[src/rtl/axi_xbar_pkg.sv]
// Shared crossbar parameters and AXI burst encodings.
// Per-slave-port write controllers take their parameter defaults from here.
package axi_xbar_pkg;
  localparam int unsigned PORTS     = 3;
  localparam int unsigned IDX_W     = $clog2(PORTS);
  localparam int unsigned ID_W      = 4;
  localparam int unsigned ADDR_W    = 20;
  localparam int unsigned DATA_W    = 32;
  localparam int unsigned ORD_DEPTH = 4;

  localparam logic [1:0] BURST_FIXED = 2'b00;
  localparam logic [1:0] BURST_INCR  = 2'b01;
  localparam logic [1:0] BURST_WRAP  = 2'b10;
endpackage

[src/rtl/wr_order_fifo.sv]
// Write-order FIFO: holds the grant index of every accepted AW until its W burst ends.
// A push and a pop may occur in the same cycle when the FIFO is not full.
module wr_order_fifo #(
  parameter  int unsigned W     = 2,
  parameter  int unsigned DEPTH = 4,
  localparam int unsigned PTR_W = $clog2(DEPTH),
  localparam int unsigned LVL_W = $clog2(DEPTH) + 1
) (
  input  logic             clk,
  input  logic             reset,
  input  logic             push,
  input  logic [W-1:0]     din,
  input  logic             pop,
  output logic [W-1:0]     dout,
  output logic             full,
  output logic             empty,
  output logic [LVL_W-1:0] level
);
  logic [W-1:0]     mem_q [DEPTH];
  logic [W-1:0]     mem_d [DEPTH];
  logic [PTR_W-1:0] wr_ptr_q, wr_ptr_d;
  logic [PTR_W-1:0] rd_ptr_q, rd_ptr_d;
  logic [LVL_W-1:0] count_q, count_d;
  logic             do_push, do_pop;

  assign full  = (count_q == LVL_W'(DEPTH));
  assign empty = (count_q == '0);
  assign level = count_q;
  assign dout  = mem_q[rd_ptr_q];

  always_comb begin
    do_push  = push && !full;
    do_pop   = pop && !empty;
    mem_d    = mem_q;
    wr_ptr_d = wr_ptr_q;
    rd_ptr_d = rd_ptr_q;
    count_d  = count_q;
    if (do_push) begin
      mem_d[wr_ptr_q] = din;
      wr_ptr_d        = wr_ptr_q + PTR_W'(1);
    end
    if (do_pop) begin
      rd_ptr_d = rd_ptr_q + PTR_W'(1);
    end
    if (do_push && !do_pop) begin
      count_d = count_q + LVL_W'(1);
    end else if (do_pop && !do_push) begin
      count_d = count_q - LVL_W'(1);
    end
  end

  always_ff @(posedge clk) begin
    if (reset) begin
      mem_q    <= '{default: '0};
      wr_ptr_q <= '0;
      rd_ptr_q <= '0;
      count_q  <= '0;
    end else begin
      mem_q    <= mem_d;
      wr_ptr_q <= wr_ptr_d;
      rd_ptr_q <= rd_ptr_d;
      count_q  <= count_d;
    end
  end
endmodule

[src/rtl/axi_write_mux_ctrl.sv]
// Write-path controller for one crossbar slave port: round-robin AW arbitration with
// grant locking, W steering in AW grant order, and B routing by the ID's index bits.
module axi_write_mux_ctrl #(
  parameter  int unsigned PORTS     = axi_xbar_pkg::PORTS,
  parameter  int unsigned ADDR_W    = axi_xbar_pkg::ADDR_W,
  parameter  int unsigned ID_W      = axi_xbar_pkg::ID_W,
  parameter  int unsigned DATA_W    = axi_xbar_pkg::DATA_W,
  parameter  int unsigned ORD_DEPTH = axi_xbar_pkg::ORD_DEPTH,
  localparam int unsigned IDX_W     = $clog2(PORTS),
  localparam int unsigned STRB_W    = DATA_W / 8,
  localparam int unsigned LVL_W     = $clog2(ORD_DEPTH) + 1
) (
  input  logic                      clk,
  input  logic                      reset,
  input  logic [PORTS-1:0]          s_aw_valid,
  output logic [PORTS-1:0]          s_aw_ready,
  input  logic [PORTS*ADDR_W-1:0]   s_aw_addr,
  input  logic [PORTS*ID_W-1:0]     s_aw_id,
  input  logic [PORTS*8-1:0]        s_aw_len,
  input  logic [PORTS*3-1:0]        s_aw_size,
  input  logic [PORTS*2-1:0]        s_aw_burst,
  input  logic [PORTS-1:0]          s_w_valid,
  output logic [PORTS-1:0]          s_w_ready,
  input  logic [PORTS*DATA_W-1:0]   s_w_data,
  input  logic [PORTS*STRB_W-1:0]   s_w_strb,
  input  logic [PORTS-1:0]          s_w_last,
  output logic [PORTS-1:0]          s_b_valid,
  input  logic [PORTS-1:0]          s_b_ready,
  output logic [ID_W-1:0]           s_b_id,
  output logic [1:0]                s_b_resp,
  output logic                      m_aw_valid,
  input  logic                      m_aw_ready,
  output logic [ADDR_W-1:0]         m_aw_addr,
  output logic [IDX_W+ID_W-1:0]     m_aw_id,
  output logic [7:0]                m_aw_len,
  output logic [2:0]                m_aw_size,
  output logic [1:0]                m_aw_burst,
  output logic                      m_w_valid,
  input  logic                      m_w_ready,
  output logic [DATA_W-1:0]         m_w_data,
  output logic [STRB_W-1:0]         m_w_strb,
  output logic                      m_w_last,
  input  logic                      m_b_valid,
  output logic                      m_b_ready,
  input  logic [IDX_W+ID_W-1:0]     m_b_id,
  input  logic [1:0]                m_b_resp,
  output logic [LVL_W-1:0]          ord_level
);
  localparam logic [2*PORTS-1:0] DW_ONE = {{(2*PORTS-1){1'b0}}, 1'b1};

  logic             locked_q, locked_d;
  logic [IDX_W-1:0] lock_idx_q, lock_idx_d;
  logic [IDX_W-1:0] last_q, last_d;

  logic [2*PORTS-1:0] dreq, dmask, dsel;
  logic [IDX_W-1:0]   rr_idx, grant, head, b_idx;
  logic               aw_req, aw_fire, fifo_full, fifo_empty, push, pop;
  logic               w_sel_valid, b_hit, b_sel_ready;

  // Requests are duplicated so the lowest set bit above last_q wraps around naturally.
  always_comb begin
    dmask = '0;
    for (int unsigned j = 0; j < 2 * PORTS; j++) begin
      dmask[j] = (j > 32'(last_q));
    end
    dreq   = {s_aw_valid, s_aw_valid} & dmask;
    dsel   = dreq & ~(dreq - DW_ONE);
    rr_idx = '0;
    for (int unsigned i = 0; i < PORTS; i++) begin
      if (dsel[i] || dsel[i+PORTS]) rr_idx = IDX_W'(i);
    end
  end

  always_comb begin
    grant      = locked_q ? lock_idx_q : rr_idx;
    aw_req     = locked_q ? 1'b0 : |s_aw_valid;
    m_aw_addr  = '0;
    m_aw_id    = '0;
    m_aw_len   = '0;
    m_aw_size  = '0;
    m_aw_burst = '0;
    for (int unsigned i = 0; i < PORTS; i++) begin
      if (grant == IDX_W'(i)) begin
        if (locked_q) aw_req = s_aw_valid[i];
        m_aw_addr  = s_aw_addr[i*ADDR_W +: ADDR_W];
        m_aw_id    = {grant, s_aw_id[i*ID_W +: ID_W]};
        m_aw_len   = s_aw_len[i*8 +: 8];
        m_aw_size  = s_aw_size[i*3 +: 3];
        m_aw_burst = s_aw_burst[i*2 +: 2];
      end
    end
    m_aw_valid = !reset && !fifo_full && aw_req;
    aw_fire    = m_aw_valid && m_aw_ready;
    s_aw_ready = '0;
    for (int unsigned i = 0; i < PORTS; i++) begin
      s_aw_ready[i] = aw_fire && (grant == IDX_W'(i));
    end
    push = aw_fire;
  end

  // The lock holds once a valid is offered; the rotation pointer moves only on an accept.
  always_comb begin
    locked_d   = locked_q ? !aw_fire : (m_aw_valid && !m_aw_ready);
    lock_idx_d = locked_q ? lock_idx_q : grant;
    last_d     = aw_fire ? grant : last_q;
  end

  always_ff @(posedge clk) begin
    if (reset) begin
      locked_q   <= 1'b0;
      lock_idx_q <= '0;
      last_q     <= IDX_W'(PORTS - 1);
    end else begin
      locked_q   <= locked_d;
      lock_idx_q <= lock_idx_d;
      last_q     <= last_d;
    end
  end

  wr_order_fifo #(
    .W     (IDX_W),
    .DEPTH (ORD_DEPTH)
  ) u_ord (
    .clk   (clk),
    .reset (reset),
    .push  (push),
    .din   (grant),
    .pop   (pop),
    .dout  (head),
    .full  (fifo_full),
    .empty (fifo_empty),
    .level (ord_level)
  );

  always_comb begin
    w_sel_valid = 1'b0;
    m_w_data    = '0;
    m_w_strb    = '0;
    m_w_last    = 1'b0;
    s_w_ready   = '0;
    for (int unsigned i = 0; i < PORTS; i++) begin
      if (head == IDX_W'(i)) begin
        w_sel_valid  = s_w_valid[i];
        m_w_data     = s_w_data[i*DATA_W +: DATA_W];
        m_w_strb     = s_w_strb[i*STRB_W +: STRB_W];
        m_w_last     = s_w_last[i];
        s_w_ready[i] = !reset && !fifo_empty && m_w_ready;
      end
    end
    m_w_valid = !reset && !fifo_empty && w_sel_valid;
    pop       = m_w_valid && m_w_ready && m_w_last;
  end

  // Responses whose index bits name no master are accepted and discarded.
  always_comb begin
    b_idx       = m_b_id[IDX_W+ID_W-1:ID_W];
    b_hit       = 1'b0;
    b_sel_ready = 1'b0;
    s_b_valid   = '0;
    for (int unsigned i = 0; i < PORTS; i++) begin
      if (b_idx == IDX_W'(i)) begin
        b_hit        = 1'b1;
        b_sel_ready  = s_b_ready[i];
        s_b_valid[i] = !reset && m_b_valid;
      end
    end
    m_b_ready = !reset && (b_hit ? b_sel_ready : 1'b1);
    s_b_id    = m_b_id[ID_W-1:0];
    s_b_resp  = m_b_resp;
  end
endmodule

[config.mk]
export PLATFORM = sky130hd
export DESIGN_NAME = axi_write_mux_ctrl
export DESIGN_NICKNAME = d
export VERILOG_FILES = /design/src/rtl/axi_xbar_pkg.sv /design/src/rtl/wr_order_fifo.sv /design/src/rtl/axi_write_mux_ctrl.sv
export SDC_FILE = /design/constraint.sdc
export NUM_CORES = 1
export LEC_CHECK = 0
export ABC_AREA = 1
export CAP_MARGIN = 40
export CORE_AREA = 2 2 134 136
export CTS_BUF_LIST = sky130_fd_sc_hd__clkbuf_8
export DETAILED_ROUTE_END_ITERATION = 6
export DIE_AREA = 0 0 136 138
export HOLD_SLACK_MARGIN = 0.08
export MAX_ROUTING_LAYER = met4
export PLACE_DENSITY_LB_ADDON = 0.3
export SLEW_MARGIN = 40
export SYNTH_ARGS = -nofsm -noshare
export SYNTH_HDL_FRONTEND = slang
export SYNTH_HIERARCHICAL = 1
export SYNTH_SLANG_ARGS = --single-unit
[constraint.sdc]
create_clock -name clk -period 5.8 [get_ports clk]
set_clock_uncertainty 0.15 [all_clocks]
set_input_delay 0.58 -clock clk [delete_from_list [all_inputs] [get_ports clk]]
set_output_delay 0.58 -clock clk [all_outputs]
set_load 0.02 [all_outputs]
# Word level (Yosys, flattened, before mapping)

Cells that the tools add are included.

Register bits after elaboration: 20
Input bits: 244
Logic and storage cells: 126
Output and inout port bits: 97

Reduce and logical (&&, ||, !) cells: 34
$lt $le $gt $ge: 6
$add $sub $neg: 5
Bitwise logic cells: 5
Multiplexer cells: 59
Eq/ne operators: 7

Operators by type and width:

| kind                                              | count |
|---|---|
| 2-to-1 mux 32 bit                                 | 3 |
| 2-to-1 mux 20 bit                                 | 3 |
| 2-to-1 mux 1 bit                                  | 28 |
| 2-to-1 mux 8 bit                                  | 3 |
| logical AND 1 bit                                 | 19 |
| 2-to-1 mux 6 bit                                  | 3 |
| 2-to-1 mux 2 bit                                  | 8 |
| 2-to-1 mux 3 bit                                  | 5 |
| AND 6 bit                                         | 2 |
| 2-to-1 mux 4 bit                                  | 3 |
| bitwise mux 8 bit                                 | 1 |
| logical NOT 1 bit                                 | 7 |
| == test 2 x 1 -> 1 bit (second input constant)    | 3 |
| == test 2 bit (second input constant)             | 3 |
| >= comparator 3 bit (second input constant)       | 2 |
| logical NOT 2 bit                                 | 3 |
| NOT 2 -> 3 bit                                    | 2 |
| NOT 6 bit                                         | 1 |
| subtractor 6 x 1 -> 6 bit (second input constant) | 1 |
| adder 2 x 1 -> 2 bit (second input constant)      | 2 |
| binary-select mux 2 bit (select 2 bit)            | 1 |
| demux 2 bit (select 2 bit)                        | 1 |
| > comparator 2 bit (first input constant)         | 2 |
| adder 3 x 1 -> 3 bit (second input constant)      | 1 |
| 8 further kinds                                   | 9 |

# Depth between registers and ports, before layout

Gate-level depths: netlist of run 1.

Depth after elaboration: 22
Gate-level depth with buffers: 23
Depth with buffers taken out: 23

# By module

Netlist of run 1, hierarchy kept.

Modules (own cells, without submodules):

| module             | sequential area each (sq um) | area each (sq um) | cells each | instances |
|---|---|---|---|---|
| axi_write_mux_ctrl | 100.1                        | 1943.1            | 422        | 1 |
| wr_order_fifo      | 300.3                        | 882.1             | 132        | 1 |

# Least setup slack after synthesis of run 1

Ideal clock, no wire load.

Path type: register to register
Start point: reg u_ord.rd_ptr_q[0]
End point: reg u_ord.count_q[1], in the netlist u_ord/level[1]
Arrival: 2.773 ns
Path buffers: 1
Period minus slack after synthesis: 3.039 ns
Library setup time: 0.116 ns
Path slack: 2.761 ns
Stages on the path, launching flop included: 16
Data required time: 5.534 ns
Cell sequence: dfxtp_1 > inv_1 > nor2_1 > o22ai_1 > nand2_1 > inv_1 > clkbuf_1 > nand2_1 > nand3_1 > nor3b_1 > nand2_1 > ha_1 > inv_1 > fa_1 > o21ai_0 > nor2_1

Elaborated cells on any way between the ends: 22
Those cells by class: 2 x eq/ne; 10 x mux; 1 x bitwise; 9 x reduce/logical

RTL lines:

| element                                                 | RTL line                  | source |
|---|---|---|
| from (decl)                                             | wr_order_fifo.sv:22       | `logic [PTR_W-1:0] rd_ptr_q, rd_ptr_d;` |
| from (signal assigned)                                  | wr_order_fifo.sv:61       | `rd_ptr_q <= rd_ptr_d;` |
| NOT 2 -> 3 bit (implied by the code) (*)                | wr_order_fifo.sv:29       | `assign dout = mem_q[rd_ptr_q];` |
| binary-select mux 2 bit (select 2 bit) (*)              | wr_order_fifo.sv:29       |  |
| 2-to-1 mux 2 bit (implied by the code) (*) (2 in a row) | wr_order_fifo.sv:29       |  |
| net head[0]                                             | axi_write_mux_ctrl.sv:56  | `logic [IDX_W-1:0] rr_idx, grant, head, b_idx;` |
| logical NOT 2 bit                                       | axi_write_mux_ctrl.sv:142 | `if (head == IDX_W'(i)) begin` |
| 2-to-1 mux 1 bit (2 in a row)                           | axi_write_mux_ctrl.sv:142 |  |
| 2-to-1 mux 1 bit (*)                                    | axi_write_mux_ctrl.sv:142 |  |
| net m_w_last                                            | axi_write_mux_ctrl.sv:42  | `output logic m_w_last,` |
| logical AND 1 bit (*)                                   | axi_write_mux_ctrl.sv:151 | `pop = m_w_valid && m_w_ready && m_w_last;` |
| net pop                                                 | axi_write_mux_ctrl.sv:57  | `logic aw_req, aw_fire, fifo_full, fifo_empty, push, pop;` |
| logical AND 1 bit (*)                                   | wr_order_fifo.sv:33       | `do_pop = pop && !empty;` |
| logical NOT 1 bit (*)                                   | wr_order_fifo.sv:45       | `if (do_push && !do_pop) begin` |
| logical AND 1 bit (*)                                   | wr_order_fifo.sv:45       |  |
| 2-to-1 mux 3 bit (*)                                    | wr_order_fifo.sv:45       |  |
| net u_ord.count_d[1]                                    | wr_order_fifo.sv:23       | `logic [LVL_W-1:0] count_q, count_d;` |
| to (signal assigned)                                    | wr_order_fifo.sv:62       | `count_q <= count_d;` |
| to (decl)                                               | wr_order_fifo.sv:23       |  |

The timed path passes the listed nets; every way through them passes the cells marked *. The select of a mux whose other input is x is not followed.
A chain may end at the register's enable or synchronous reset.

# Worst setup path in the final report of run 1

Start point: in s_aw_valid[1]
End point: out m_aw_len[7]

Cells in the longest elaborated chain, start to end: 12
Elaborated cells on any way between the ends: 15
Those cells by class: 1 x add/sub; 2 x eq/ne; 6 x mux; 3 x bitwise; 3 x reduce/logical

Ends and longest elaborated chain:

| element                       | RTL line                 | source |
|---|---|---|
| from (decl)                   | axi_write_mux_ctrl.sv:15 | `input logic [PORTS-1:0] s_aw_valid,` |
| AND 6 bit (*)                 | axi_write_mux_ctrl.sv:66 | `dreq = {s_aw_valid, s_aw_valid} & dmask;` |
| subtractor 6 x 1 -> 6 bit     | axi_write_mux_ctrl.sv:67 | `dsel = dreq & ~(dreq - DW_ONE);` |
| NOT 6 bit                     | axi_write_mux_ctrl.sv:67 |  |
| AND 6 bit (*)                 | axi_write_mux_ctrl.sv:67 |  |
| logical OR 1 bit              | axi_write_mux_ctrl.sv:70 | `if (dsel[i] \|\| dsel[i+PORTS]) rr_idx = IDX_W'(i);` |
| 2-to-1 mux 1 bit              | axi_write_mux_ctrl.sv:70 |  |
| 2-to-1 mux 2 bit (*)          | axi_write_mux_ctrl.sv:70 |  |
| 2-to-1 mux 2 bit (*)          | axi_write_mux_ctrl.sv:75 | `grant = locked_q ? lock_idx_q : rr_idx;` |
| logical NOT 2 bit             | axi_write_mux_ctrl.sv:83 | `if (grant == IDX_W'(i)) begin` |
| 2-to-1 mux 8 bit (2 in a row) | axi_write_mux_ctrl.sv:83 |  |
| 2-to-1 mux 8 bit (*)          | axi_write_mux_ctrl.sv:83 |  |
| to (decl)                     | axi_write_mux_ctrl.sv:35 | `output logic [7:0] m_aw_len,` |

Every way passes the cells marked *; elsewhere a longest branch is shown, timed or not.

==> run summary, run 1 <==
first-pass GRT wire length = 22000 um
post-synthesis area per instance = 5.10 um^2
GRT Residual Overflow = 0
Detail Route Antenna Nets = 0
core area = 0.0175 mm^2
Arrival @ worst endpoint = 3.18 ns
Post-Synth Adder-Cell Area = 2.92%
slew at the pin with the worst max-slew slack = 0.695 ns
status = complete, no violations
top cells by area, synth = nand2_1 (35%), nand3_1 (16%), dfxtp_1 (14%)
r2r setup slk = 2.18 ns
main combinational cell family by area after synthesis = simple AND/OR/NAND/NOR gates
die width = 136 um
Final Max Slew Viols = 0
simple-gate share of the synthesized area = 65.3%
Total GRT Usage = 14.9%
classification of the worst-slack hold path = reg2reg
Max VDD drop = 0.170 mV
layout cells sized above 1 = 3.85%
Sw Ratio = 49.0%
initial antenna violation count = 0
drt drc = 0
Leak = 2.69 nW
routability cong. = 0.911
CTS tree = done
CTS clk-pin slew, worst paths = 0.07 ns
vias in the first global route = 4209
post-placement cell count = 1083
fillers = 1907
complex-gate fraction of the synthesized area = 3.50%
XOR/XNOR share of the synthesized area = 0%
Total Wirelength = 14600 um
vias per cell = 4.11
Clock Sinks = 20
fin crit share = 67.4%
Finished Layout Cells = 1087
I/O pin cnt = 341
P_sw = 0.000841 W
commonest cells in the netlist = nand2_1 (267), nand3_1 (89), inv_1 (47)
EDFF count, synth = 0
Die Span Y = 138 um
Seq/Total Area, Yosys = 14.2%
via count = 4472
Yosys top cell by area = nand2_1
postcts setup bufs = 0
FF+latch count, synth = 20
root buffer selected by CTS = clkbuf_8
pin count of the biggest net entering global routing = 39
mux contribution to synthesized area = 0%
Gate Count Post-Synth = 554
top_reg_cell synth = dfxtp_1
slew margin rel. = 53.6%
Logic pwr share = 83.9%
Mapped Nets = 804
worst path cell trace = clkdlybuf4s50_1 -> nand3_1 -> a21oi_2 -> nand2_2 -> nand2_4 -> nand2_1 -> inv_2 -> nand2_1 -> nand3_1 -> clkdlybuf4s50_1
Iteration-0 DRC Markers = 120
Max clock buf depth = 2
Critical Path Start Type = input pin
Nets = 1109
TritonRoute pass-1 iters = 4
Flop pwr share = 10.0%
maximum clock rate = 256 MHz
Cell Int Power = 0.000874 W
die area = 0.0188 mm^2
HPWL Detailed = 12300 um
power per cell area = 273 mW/mm^2
most instantiated library cell after synthesis = nand2_1
# diodes = 0
wire length per cell = 13.5 um
RSZ-0062 raised after global routing = no
Hold Buf Count CTS = 0
synthesized area = 0.00283 mm^2
Final Setup Violations = 0
Setup Crit Path Kind = in2out
Final Hold Viols = 0
setup slack after layout = 1.89 ns
clk_lat worst skew = 0.26 ns
Setup WS pre-CTS = 1.84 ns
Initial Util = 16.1%
count of buffers from port buffering = 328
clock share of power = 6.1%
slowest stage cell, crit path = clkdlybuf4s50_1
Post-synth ARST share = 0%
MaxCap Viol Count = 0
min Tclk post-route = 3.91 ns
post-CTS sizing = 0
synthesis-to-finish area growth = 123%
Synth cell types = 29
crit end category = output pin
total CTS buffers = 3
Yosys warnings = 6
CP required = 5.07 ns
Row Count = 49
share of the synthesized area in the top cell type = 35.5%
setup_tns = 0 ns
htree depth = 1
biggest fanout along the worst timing path = 38
CP max stage delay = 0.64 ns
[metal layers]
layer  global-route usage, %  vias up  part of all wire (%)
met5                       -        -                     0
met3                    3.67       12                   8.5
met4                    1.81        0                   1.0
li1                        -     2336                     -
met2                    27.6      178                    51
met1                    16.4     1946                    40
[cells by family after synthesis]
| family | Yosys count |
|---|---|
| fa+ha+maj | 6 |
| simple gates | 425 |
| compound gates | 18 |
| flops | 20 |
| buf+inv | 85 |
[final timing paths]
kind,startpoint,end,depth (start not counted)
max,s_aw_valid[1],m_aw_len[7],10
min,u_ord/mem_q[3],u_ord/mem_q[3],4
max reg2reg,u_ord/rd_ptr_q[0],u_ord/level[1],13
min reg2reg,u_ord/mem_q[3],u_ord/mem_q[3],4
[area by class of cell]
class                           count  area [um^2]  share of cell area (%)
Tap cell                          229          287                    4.55
Inverter                           53          199                    3.16
Timing Repair Buffer              332         3320                    52.8
Sequential cell                    20          400                    6.36
Multi-Input combinational cell    449         2030                    32.3
Clock buffer                        4         55.1                   0.875
[per-stage QoR]
step	cell area, um^2	utilization [%]	hold WS, ns	power, W
final	6290	35.9	0.361	0.00172
after global routing	6290	35.9	0.384	0.00185
after CTS	6290	35.9	0.358	0.00174
after detailed placement	6240	35.6	0.347	0.00163
after global placement	6220	35.5	0.349	0.00162
after floorplan	2830	-	0.316	0.000952
[state kept, by name, indices dropped and copies added (netlist names), named ones only]
signal	cells
u_ord/wr_ptr_q	2
u_ord/rd_ptr_q	2
lock_idx_q	2
u_ord/level	3
last_q	2
u_ord/mem_q	8
[cell usage in the layout, fill, tap and decap left out, types with 4 or more instances in the layout]
cell type and n:
clkdlybuf4s50_1 328, nor2_1 30, nor2_2 4, dfxtp_1 20, clkbuf_8 4, nand2_2 5, nand2_4 4, nand2_1 267
inv_1 47, inv_2 6, ha_1 5, nor3_1 6, nand4_1 13, o21ai_0 10, a21oi_1 4, nand3_1 89
[critical path: cells and delay by family]
family | cells | cell delay [ns]
AO/OA/AOI/OAI | 1 | 0.16
buffers and inverters | 3 | 1.71
AND/OR/NAND/NOR | 6 | 0.71
[power by group through the flow]
| stage | registers [W] | clock network (W) | logic (W) |
|---|---|---|---|
| finish | 0.000172 | 0.000105 | 0.00144 |
| global route | 0.000175 | 0.000113 | 0.00156 |
| CTS | 0.000172 | 0.000108 | 0.00146 |
| detailed placement | 0.000175 | 0 | 0.00145 |
| global placement | 0.000175 | 0 | 0.00145 |
| floorplan | 0.000175 | 0 | 0.000776 |
Note: power is estimated with default switching activity, not from simulation.
==> run 2, diff against run 1 <==
clock period = 3.4 ns   (was 5.8 ns; I/O delays follow)
==> run 2 against run 1 <==
- final cell count increased by 0.92%
- hold slack got worse by 0.0075 ns
- global-route usage is 0.23 points higher
- combinational power grew 76%
- total power up 79%
- non-clock buffer count grew 9
- critical path depth decreased by 1
- cell area increased by 2.0%
- largest cell class unchanged
==> run summary, run 2 (same netlist as run 1, synthesis figures left out) <==
Clock Sinks = 20 (unchanged)
Total Wirelength = 14700 um (was 14600 um)
worst path cell trace = inv_1 -> o21ai_0 -> o22ai_1 -> inv_1 -> nor2_2 -> buf_4 -> nand2_1 -> nand3_1 -> clkdlybuf4s50_1 (was clkdlybuf4s50_1 -> nand3_1 -> a21oi_2 -> nand2_2 -> nand2_4 -> nand2_1 -> inv_2 -> nand2_1 -> nand3_1 -> clkdlybuf4s50_1)
clk_lat worst skew = 0.26 ns (about the same)
synthesis-to-finish area growth = 127% (was 123%)
core area = 0.0175 mm^2 (unchanged)
register bank with the most flops = u_ord/mem_q (unchanged)
GRT Residual Overflow = 0 (unchanged)
CP max stage delay = 0.64 ns (about the same)
layout cells sized above 1 = 5.07% (was 3.85%)
status = complete, no violations (unchanged)
Final Max Slew Viols = 0 (unchanged)
CTS tree = done (unchanged)
RSZ-0062 raised after global routing = no (unchanged)
CP dominant cell by count = inv_1
Buf/Inv on CP = 4 (was 3)
Max clock buf depth = 2 (unchanged)
classification of the worst-slack hold path = reg2reg (unchanged)
most common cell after layout, fill and taps aside = clkdlybuf4s50_1 (unchanged)
postcts setup bufs = 0 (unchanged)
Finished Layout Cells = 1097 (was 1087)
Leak = 2.75 nW (was 2.69 nW)
MaxCap Viol Count = 0 (unchanged)
Total GRT Usage = 15.2% (was 14.9%)
met2 Use GR = 27.8% (was 27.6%)
wire length per cell = 13.4 um (was 13.5 um)
delay-heaviest family, CP = buffers and inverters (unchanged)
Hold WS = 0.353 ns (was 0.361 ns)
I/O pin cnt = 341 (unchanged)
htree depth = 1 (unchanged)
P_sw = 0.00145 W (was 0.000841 W)
Arrival @ worst endpoint = 2.61 ns (was 3.18 ns)
die area = 0.0188 mm^2 (unchanged)
Min-Delay Startpoint = last_q[1] (was u_ord/mem_q[3])
slew at the pin with the worst max-slew slack = 0.363 ns (was 0.695 ns)
Logic pwr share = 82.7% (was 83.9%)
fin crit share = 91.2%
TritonRoute pass-1 iters = 5 (was 4)
HPWL Detailed = 12600 um (was 12300 um)
Detail Route Antenna Nets = 0 (unchanged)
routability cong. = 0.851 (was 0.911)
most frequent cells in the layout = clkdlybuf4s50_1 (328), nand2_1 (267), nand3_1 (89), inv_1 (47), nor2_1 (30) (unchanged)
vias per cell = 4.12 (was 4.11)
Max VDD drop = 0.220 mV (was 0.170 mV)
clock share of power = 7.8% (was 6.1%)
root buffer selected by CTS = clkbuf_8 (unchanged)
Cell Int Power = 0.00161 W (was 0.000874 W)
total CTS buffers = 3 (unchanged)
first-pass GRT wire length = 22200 um (was 22000 um)
busiest grt layer = met2 (unchanged)
Nets = 1118 (was 1109)
grt met3 use = 4.03% (was 3.67%)
drt drc = 0 (unchanged)
Row Count = 49 (unchanged)
count of buffers from port buffering = 328 (unchanged)
Setup Crit Path Kind = reg2out (was in2out)
post-CTS sizing = 0 (unchanged)
biggest fanout along the worst timing path = 26 (was 38)
CTS clk-pin slew, worst paths = 0.08 ns (was 0.07 ns)
Critical Path Start Type = flop (was input pin)
Initial Util = 16.1% (unchanged)
CP required = 2.91 ns (was 5.07 ns)
Sw Ratio = 47.4% (was 49.0%)
vias in the first global route = 4373 (was 4209)
Final Hold Viols = 0 (unchanged)
Worst Setup SP = u_ord/rd_ptr_q[0] (was s_aw_valid[1])
Iteration-0 DRC Markers = 124 (was 120)
reg2reg start = u_ord/rd_ptr_q[0] (unchanged)
die width = 136 um (unchanged)
slowest stage cell, crit path = clkdlybuf4s50_1 (unchanged)
maximum clock rate = 322 MHz
power per cell area = 477 mW/mm^2 (was 273 mW/mm^2)
crit end category = output pin (unchanged)
slew margin rel. = 75.8% (was 53.6%)
post-placement cell count = 1092 (was 1083)
total power draw = 0.00306 W (was 0.00172 W)
Die Span Y = 138 um (unchanged)
via count = 4524 (was 4472)
setup_tns = 0 ns (unchanged)
Final Setup Violations = 0 (unchanged)
min Tclk post-route = 3.10 ns
met1 Track Usage GR = 16.2% (was 16.4%)
max FFs per register = 8 (unchanged)
Flop pwr share = 9.6% (was 10.0%)
pin count of the biggest net entering global routing = 39 (unchanged)
Hold Buf Count CTS = 0 (unchanged)
initial antenna violation count = 1 (was 0)
## run 2: final timing paths
kind | end | slack, ns | cells past startpoint
worst max-delay path | m_w_data[21] | 0.30 | 9
worst min-delay path | last_q[1] | 0.35 | 2
worst max register to register | u_ord/level[1] | 0.41 | 16
worst min register to register | last_q[1] | 0.35 | 2
## run 2: area by class of cell
class                   count  area [um^2]
well taps                 229          287
fillers                  1898        11100
repair buffers            341         3420
flip-flops and latches     20          400
clock inverters             1         30.0
inverters                  53          199
clock buffers               3         41.3
diodes                      1         2.50
multi-input cells         449         2040
## run 2: power by group through the flow
stage / Combinational [W] / Clock [W] / Sequential, W
after floorplan: 0.00132 / 0 / 0.000299
after global placement: 0.00256 / 0 / 0.000299
after detailed placement: 0.00255 / 0 / 0.000298
after CTS: 0.00256 / 0.000243 / 0.000293
after global routing: 0.00275 / 0.000255 / 0.000299
final: 0.00253 / 0.000238 / 0.000293
## run 2: worst reg2reg max path: stages, from the launching register on
cell	delay, ns
dfxtp_1	0.42
inv_1	0.13
o21ai_0	0.18
o22ai_1	0.14
inv_1	0.13
nand2_1	0.07
inv_1	0.18
nand2_1	0.07
nand2_1	0.06
a21oi_1	0.05
nor3b_2	0.24
nand2_1	0.15
ha_1	0.22
inv_1	0.09
fa_1	0.41
o21ai_0	0.16
nor2_1	0.05
## run 2: layer usage
| layer | share of wire, % | vias to the layer above |
|---|---|---|
| met1 | 37 | 1939 |
| met4 | 1.8 | 0 |
| met2 | 51 | 202 |
| li1 | - | 2361 |
| met5 | 0 | - |
| met3 | 9.9 | 22 |
## run 2: through the flow
step                      utilization, %  cell area (um^2)  setup WS (ns)
after detailed placement            36.1              6330          0.138
after floorplan                        -              2830          0.361
after global placement              36.1              6330          0.195
final                               36.6              6420          0.299
after CTS                           36.5              6410          0.213
after global routing                36.6              6420         0.0324
